<file path="src/rtl/uart_tx_core.sv">
// -----------------------------------------------------------------------------
// uart_tx_core
//
// Byte-serial 8N1 UART transmitter (LSB first) with a small input FIFO.
// Bytes are enqueued through a valid/ready write port. A four-state FSM
// (IDLE/START/DATA/STOP) pops the FIFO head and shifts it out at DIV clocks
// per bit. When more data is queued, frames are sent back to back with no
// idle gap.
//
// Parameters
//   DIV    clock cycles per serial bit (2..65535)
//   DEPTH  FIFO entries, power of two (2..16)
//
// Ports
//   clock        single clock for all state
//   reset        asynchronous, active-high; clears all state
//   io_wr_data   byte to enqueue
//   io_wr_valid  enqueue request, qualified by io_wr_ready
//   io_wr_ready  FIFO not full (depends only on current occupancy)
//   io_clr_ovf   synchronous clear of io_overflow
//   io_txd       registered serial line, idles high
//   io_busy      registered, high while a frame is on the line
//   io_level     FIFO occupancy, 0..DEPTH
//   io_overflow  sticky; set when a write is dropped because the FIFO is full
// -----------------------------------------------------------------------------
module uart_tx_core #(
  parameter int DIV   = 434,
  parameter int DEPTH = 4
) (
  input  logic                     clock,
  input  logic                     reset,
  input  logic [7:0]               io_wr_data,
  input  logic                     io_wr_valid,
  output logic                     io_wr_ready,
  input  logic                     io_clr_ovf,
  output logic                     io_txd,
  output logic                     io_busy,
  output logic [$clog2(DEPTH):0]   io_level,
  output logic                     io_overflow
);

  localparam int PW = $clog2(DEPTH);
  localparam int LW = PW + 1;
  localparam int CW = (DIV > 1) ? $clog2(DIV) : 1;

  localparam logic [CW-1:0] BAUD_RELOAD = CW'(DIV - 1);
  localparam logic [LW-1:0] LEVEL_FULL  = LW'(DEPTH);

  typedef enum logic [1:0] {
    ST_IDLE  = 2'd0,
    ST_START = 2'd1,
    ST_DATA  = 2'd2,
    ST_STOP  = 2'd3
  } state_t;

  // ---------------------------------------------------------------------------
  // State
  // ---------------------------------------------------------------------------
  state_t          state_q,   state_d;
  logic [CW-1:0]   baud_q,    baud_d;
  logic [2:0]      bit_idx_q, bit_idx_d;
  logic [7:0]      shift_q,   shift_d;
  logic            txd_q,     txd_d;
  logic            busy_q,    busy_d;
  logic [PW-1:0]   wr_ptr_q,  wr_ptr_d;
  logic [PW-1:0]   rd_ptr_q,  rd_ptr_d;
  logic [LW-1:0]   level_q,   level_d;
  logic            ovf_q,     ovf_d;

  logic [7:0]      mem_q [DEPTH];

  // ---------------------------------------------------------------------------
  // Write-side handshake
  // ---------------------------------------------------------------------------
  logic wr_ready;
  logic push;
  logic drop;
  logic pop;
  logic fifo_nonempty;
  logic baud_done;
  logic [7:0] fifo_head;

  always_comb begin
    // Ready looks only at the registered occupancy, so a pop on this edge
    // never makes room for a push on the same edge.
    wr_ready      = (level_q != LEVEL_FULL);
    push          = io_wr_valid & wr_ready;
    drop          = io_wr_valid & ~wr_ready;
    fifo_nonempty = (level_q != '0);
    baud_done     = (baud_q == '0);
    fifo_head     = mem_q[rd_ptr_q];
  end

  // ---------------------------------------------------------------------------
  // Transmit FSM: next state, baud counter, shifter and pop request
  // ---------------------------------------------------------------------------
  always_comb begin
    state_d   = state_q;
    baud_d    = baud_q;
    bit_idx_d = bit_idx_q;
    shift_d   = shift_q;
    pop       = 1'b0;

    unique case (state_q)
      ST_IDLE: begin
        if (fifo_nonempty) begin
          pop       = 1'b1;
          shift_d   = fifo_head;
          baud_d    = BAUD_RELOAD;
          bit_idx_d = '0;
          state_d   = ST_START;
        end
      end

      ST_START: begin
        if (baud_done) begin
          baud_d  = BAUD_RELOAD;
          state_d = ST_DATA;
        end else begin
          baud_d = baud_q - CW'(1);
        end
      end

      ST_DATA: begin
        if (baud_done) begin
          baud_d    = BAUD_RELOAD;
          shift_d   = {1'b0, shift_q[7:1]};
          bit_idx_d = bit_idx_q + 3'd1;
          if (bit_idx_q == 3'd7) begin
            state_d = ST_STOP;
          end
        end else begin
          baud_d = baud_q - CW'(1);
        end
      end

      ST_STOP: begin
        if (baud_done) begin
          if (fifo_nonempty) begin
            // Chain straight into the next start bit, no idle cycle.
            pop       = 1'b1;
            shift_d   = fifo_head;
            baud_d    = BAUD_RELOAD;
            bit_idx_d = '0;
            state_d   = ST_START;
          end else begin
            baud_d  = '0;
            state_d = ST_IDLE;
          end
        end else begin
          baud_d = baud_q - CW'(1);
        end
      end

      default: begin
        state_d = ST_IDLE;
      end
    endcase
  end

  // ---------------------------------------------------------------------------
  // Line outputs. They are registered from the current state, so the line
  // trails the FSM by one clock: the start bit appears on the edge after the
  // pop, and each bit still lasts exactly DIV cycles.
  // ---------------------------------------------------------------------------
  always_comb begin
    txd_d  = 1'b1;
    busy_d = (state_q != ST_IDLE);
    unique case (state_q)
      ST_START: txd_d = 1'b0;
      ST_DATA:  txd_d = shift_q[0];
      default:  txd_d = 1'b1;
    endcase
  end

  // ---------------------------------------------------------------------------
  // FIFO pointers, occupancy and overflow flag
  // ---------------------------------------------------------------------------
  always_comb begin
    wr_ptr_d = push ? (wr_ptr_q + PW'(1)) : wr_ptr_q;
    rd_ptr_d = pop  ? (rd_ptr_q + PW'(1)) : rd_ptr_q;

    level_d = level_q;
    unique case ({push, pop})
      2'b10:   level_d = level_q + LW'(1);
      2'b01:   level_d = level_q - LW'(1);
      default: level_d = level_q;
    endcase

    // A drop on the same edge as a clear keeps the flag set.
    ovf_d = ovf_q;
    if (drop) begin
      ovf_d = 1'b1;
    end else if (io_clr_ovf) begin
      ovf_d = 1'b0;
    end
  end

  // ---------------------------------------------------------------------------
  // Registers
  // ---------------------------------------------------------------------------
  always_ff @(posedge clock or posedge reset) begin
    if (reset) begin
      state_q   <= ST_IDLE;
      baud_q    <= '0;
      bit_idx_q <= '0;
      shift_q   <= '0;
      txd_q     <= 1'b1;
      busy_q    <= 1'b0;
      wr_ptr_q  <= '0;
      rd_ptr_q  <= '0;
      level_q   <= '0;
      ovf_q     <= 1'b0;
    end else begin
      state_q   <= state_d;
      baud_q    <= baud_d;
      bit_idx_q <= bit_idx_d;
      shift_q   <= shift_d;
      txd_q     <= txd_d;
      busy_q    <= busy_d;
      wr_ptr_q  <= wr_ptr_d;
      rd_ptr_q  <= rd_ptr_d;
      level_q   <= level_d;
      ovf_q     <= ovf_d;
    end
  end

  // FIFO storage. The head is read combinationally so a byte written on one
  // edge can be popped on the very next edge.
  always_ff @(posedge clock or posedge reset) begin
    if (reset) begin
      for (int i = 0; i < DEPTH; i++) begin
        mem_q[i] <= '0;
      end
    end else if (push) begin
      mem_q[wr_ptr_q] <= io_wr_data;
    end
  end

  // ---------------------------------------------------------------------------
  // Outputs
  // ---------------------------------------------------------------------------
  assign io_wr_ready = wr_ready;
  assign io_txd      = txd_q;
  assign io_busy     = busy_q;
  assign io_level    = level_q;
  assign io_overflow = ovf_q;

endmodule

</file>
<file path="config.mk">
export PLATFORM = sky130hd
export DESIGN_NAME = uart_tx_core
export DESIGN_NICKNAME = d
export VERILOG_FILES = /design/src/rtl/uart_tx_core.sv
export SDC_FILE = /design/constraint.sdc
export NUM_CORES = 1
export LEC_CHECK = 0
export BUFFER_PORTS_ARGS = -buffer_cell sky130_fd_sc_hd__buf_2
export CORE_MARGIN = 10
export CORE_UTILIZATION = 56
export CTS_BUF_LIST = sky130_fd_sc_hd__clkbuf_4 sky130_fd_sc_hd__clkbuf_8
export DETAILED_ROUTE_END_ITERATION = 12
export GPL_TIMING_DRIVEN = 0
export HOLD_SLACK_MARGIN = 0.15
export PLACE_DENSITY = 0.77
export SLEW_MARGIN = 10
export SYNTH_ARGS = -nofsm -noshare
export SYNTH_HDL_FRONTEND = slang
export SYNTH_SLANG_ARGS = --single-unit
</file>
<file path="constraint.sdc">
create_clock -name clock -period 2.5 [get_ports clock]
set_input_delay 0.5 -clock clock [delete_from_list [all_inputs] [get_ports clock]]
set_output_delay 0.5 -clock clock [all_outputs]
set_load 0.02 [all_outputs]
</file>
==> impl_table.tex <==
\begin{tabular}{lr}
\hline
Metric & Value \\
\hline
\multicolumn{2}{l}{\textbf{Drt}} \\
\quad Sum of routed wire length over all layers & between 6 and 7 mm \\
\quad Post-detailed-route count of antenna-violating nets & 0 \\
\quad First DRT Iteration DRCs & 106 \\
\quad WL per Instance & between 15 and 20 um \\
\quad Number of remaining DRC errors & 0 \\
\quad Via/cell ratio & 5.67 \\
\quad Routed via count & 2111 \\
\quad Number of detailed-routing iterations run before antenna repair & 4 \\
\multicolumn{2}{l}{\textbf{STA}} \\
\quad Worst clock skew & approximately 9.9 ps \\
\quad Worst Max-Slew Pin Slew & approximately 770 ps \\
\quad Number of hold violations in the final report & 0 \\
\quad Fin Hold WS & 286 ps \\
\quad Setup\_tns & 0 ps \\
\quad Max-slew headroom & 48.7\% \\
\quad Final-report max-slew violation count & 0 \\
\quad Upper clock frequency limit & 412 MHz \\
\quad Final worst path period share & 97.0\% \\
\quad Total of endpoints with negative setup slack in the final report & 0 \\
\quad Final critical-path required period & 2430 ps \\
\quad Unrepaired setup endpoints after global routing & yes \\
\multicolumn{2}{l}{\textbf{Clock network}} \\
\quad Hold bufs inserted after CTS & 0 \\
\quad Clock sinks & 64 \\
\quad Clk root buf & clkbuf\_8 \\
\quad TritonCTS buffer count & 9 \\
\quad Clock Latency Late Sink & approximately 340 ps \\
\quad Count of H-tree levels built during CTS & 3 \\
\quad Clock tree from TritonCTS & done \\
\quad Maximum count of clock buffers along a single path & 2 \\
\quad Clock transition at the register clock pins on the worst setup and hold paths after CTS & 80 ps \\
\multicolumn{2}{l}{\textbf{Critical path}} \\
\quad Data arrival time of the worst path & about 2700 ps \\
\quad Endpoint kind of the worst setup timing path & register \\
\quad CP Data Required Time & around 2800 ps \\
\quad Critical path peak fanout & 3 \\
\quad Category of the worst setup path launch point & register \\
\quad CP Class & reg2reg \\
\quad Flop2flop setup slack & 70 ps \\
\multicolumn{2}{l}{\textbf{Floorplan}} \\
\quad Cell row count & 27 \\
\quad Chip Height & 96.4 um \\
\quad Top-Level Pins & 19 \\
\quad Core box area & 5570 um\^{}2 \\
\quad Starting utilization of the core area & 58.6\% \\
\quad Floorplan die width & 96.4 um \\
\quad Floorplan die area & 9290 um\^{}2 \\
\multicolumn{2}{l}{\textbf{Placement}} \\
\quad Final RePlAce weighted congestion & a little over 0.8 \\
\quad Count of buffers inserted at the top-level ports & 18 \\
\quad Post-detail-place hpwl & 4.05 mm \\
\multicolumn{2}{l}{\textbf{Yosys}} \\
\quad Total of warnings raised by yosys & 0 \\
\quad Share of async-settable or async-resettable flops after synthesis & 100\% \\
\quad Area share of the largest cell type after synthesis & 48.3\% \\
\quad Cells after Synth & $\sim$260 \\
\quad Cell area after synthesis & 3270 um\^{}2 \\
\quad Ranking of synthesized cells by area & dfrtp\_1 (48\%), mux2\_2 (13\%), ha\_1 (5.7\%), mux4\_2 (5.5\%), mux2\_4 (2.8\%) \\
\quad Distinct cell type count after synthesis & between 40 and 50 \\
\quad Syn\_area\_per\_cell & 12.8 um\^{}2 \\
\quad Top\_reg\_cell synth & dfrtp\_1 \\
\quad Most instantiated library cell after synthesis & dfrtp\_1 \\
\quad Syn\_nets & roughly 280 \\
\quad Biggest area consumer among synthesized cells & dfrtp\_1 \\
\quad Ranking of synthesized cells by instance count & dfrtp\_1 (63), mux2\_2 (39), inv\_1 (18), nand2\_1 (16), ha\_1 (15) \\
\quad Sequential fraction of the synthesis area & 49.1\% \\
\quad Flip-flop and latch count after synthesis & between 60 and 70 \\
\quad Number of enable flip-flop cells after synthesis & 0 \\
\multicolumn{2}{l}{\textbf{Cells and area}} \\
\quad Share of final-layout standard cells stronger than drive strength 1 & between 30\% and 40\% \\
\quad Diodes inserted & 0 \\
\quad Util after Layout & 67.9\% \\
\quad Filler Cell Count & 400 \\
\quad Post-layout nets & approximately 320 \\
\quad Area growth from synthesis to layout & 15.8\% \\
\multicolumn{2}{l}{\textbf{Power and ir drop}} \\
\quad Leakage component of the power & roughly 1.7 nW \\
\quad Power density over the cells & roughly 1500 nW/um\^{}2 \\
\quad IR Drop Worst-Case VDD & 0.00101 V \\
\multicolumn{2}{l}{\textbf{Flow run}} \\
\quad Number of maximum-capacitance violations & 0 \\
\multicolumn{2}{l}{\textbf{GRT}} \\
\quad Maximum number of pins on one net before global-route repair & 65 \\
\quad Wire length of the first global-routing pass & 10.4 mm \\
\quad Antenna violations before repair & 0 \\
\quad Global Route Usage Sum & 14.2\% \\
\quad Vias in the first global route & 2203 \\
\quad GRT Residual Overflow & 0 \\
\multicolumn{2}{l}{\textbf{Worst hold path}} \\
\quad Class of the most critical hold timing path & in2async \\
\multicolumn{2}{l}{\textbf{Run status}} \\
\quad Run status & finished clean \\
\hline
\end{tabular}
cell type report:
cell class	count	area [um^2]	share of cell area (%)
plain buffers	8	40.0	1.06
well taps	72	90.1	2.38
multi-input cells	166	1590	41.9
clock inverters	6	91.3	2.41
repair buffers	28	165	4.37
inverters	18	70.1	1.85
clock buffers	10	138	3.64
flip-flops and latches	64	1600	42.4
flip-flops by register name (all words and copies together), names as in the netlist, 2 cells and up:
| signal | count |
|---|---|
| mem_q | 32 |
| baud_q | 9 |
| shift_q | 8 |
| bit_idx_q | 3 |
| io_level | 3 |
| rd_ptr_q | 2 |
| state_q | 2 |
| wr_ptr_q | 2 |
cell usage in the layout, fill, tap and decap left out, types with 3 or more instances in the layout:
cell	count
dfrtp_1	63
mux2_2	39
buf_2	19
nand2_1	16
inv_1	14
ha_1	13
nor2_1	11
clkbuf_8	10
buf_4	10
nand3_1	9
mux4_2	8
o21ai_0	7
mux2i_1	7
mux2_4	6
clkbuf_1	5
a21oi_1	4
nor3_1	4
xor2_1	4
inv_2	3
per-layer routing:
layer | share of wire [%] | GRT usage [%] | vias up | wire (um)
met3 | 2.9 | 3.62 | 10 | 175
met1 | 46 | 18.0 | 1064 | 2750
met2 | 50 | 23.0 | 37 | 3000
met5 | 0 | 0 | - | 0
li1 | - | - | 1000 | -
met4 | 1.4 | 5.21 | 0 | 85
worst paths after layout:
path,from,endpoint,depth (start not counted)
worst max-delay path,baud_q[1],io_level[2],11
worst min-delay path,reset,io_overflow,2
worst max register to register,baud_q[1],io_level[2],11
worst min register to register,shift_q[0],io_txd,2
max in group asynchronous,reset,rd_ptr_q[1],2
min in group clock,io_clr_ovf,io_overflow,2
cells by family after synthesis:
kind of cell / share of synthesized area (%)
AND/OR/NAND/NOR: 10.5
flip-flops: 49.1
adder cells (fa/ha/maj): 6.36
multiplexers: 23.9
AO/OA/AOI/OAI: 5.40
XOR/XNOR: 1.61
buffers and inverters: 3.26
critical path, cell delays in order, from the launching register on:
cell     delay, ps
dfrtp_1        410
inv_2           90
ha_4           120
nor4b_4        250
a31oi_2        170
nor3_2         290
ha_2           240
inv_2           40
fa_2           330
xor2_1         150
nor2_1         130
xor2_1         150
stage by stage:
stage | worst slack [ps] | power, mW | area (um^2) | instances
6_report | 74.2 | 5.72 | 3780 | 372
5_1_grt | -129 | 6.16 | 3780 | 372
4_1_cts | 19.0 | 5.63 | 3700 | 364
3_5_place_dp | -249 | 4.57 | 3450 | 346
3_3_place_gp | -400 | 4.46 | 3450 | 346
2_1_floorplan | 71.9 | 4.01 | 3270 | 256
where the power goes:
group	total [mW]	switching (mW)	leakage [nW]	internal (mW)
registers	1.92	0.346	0.771	1.57
logic	2.80	1.29	0.831	1.51
clock network	1.00	0.409	0.117	0.594
what timing repair did:
action | 4_1_cts | 5_1_grt
gates resized for setup | 1 | 10
setup buffers | 2 | 8
pin swaps | 1 | 4
setup endpoints to repair | 2 | 2
Note: power is estimated with default switching activity, not from simulation.
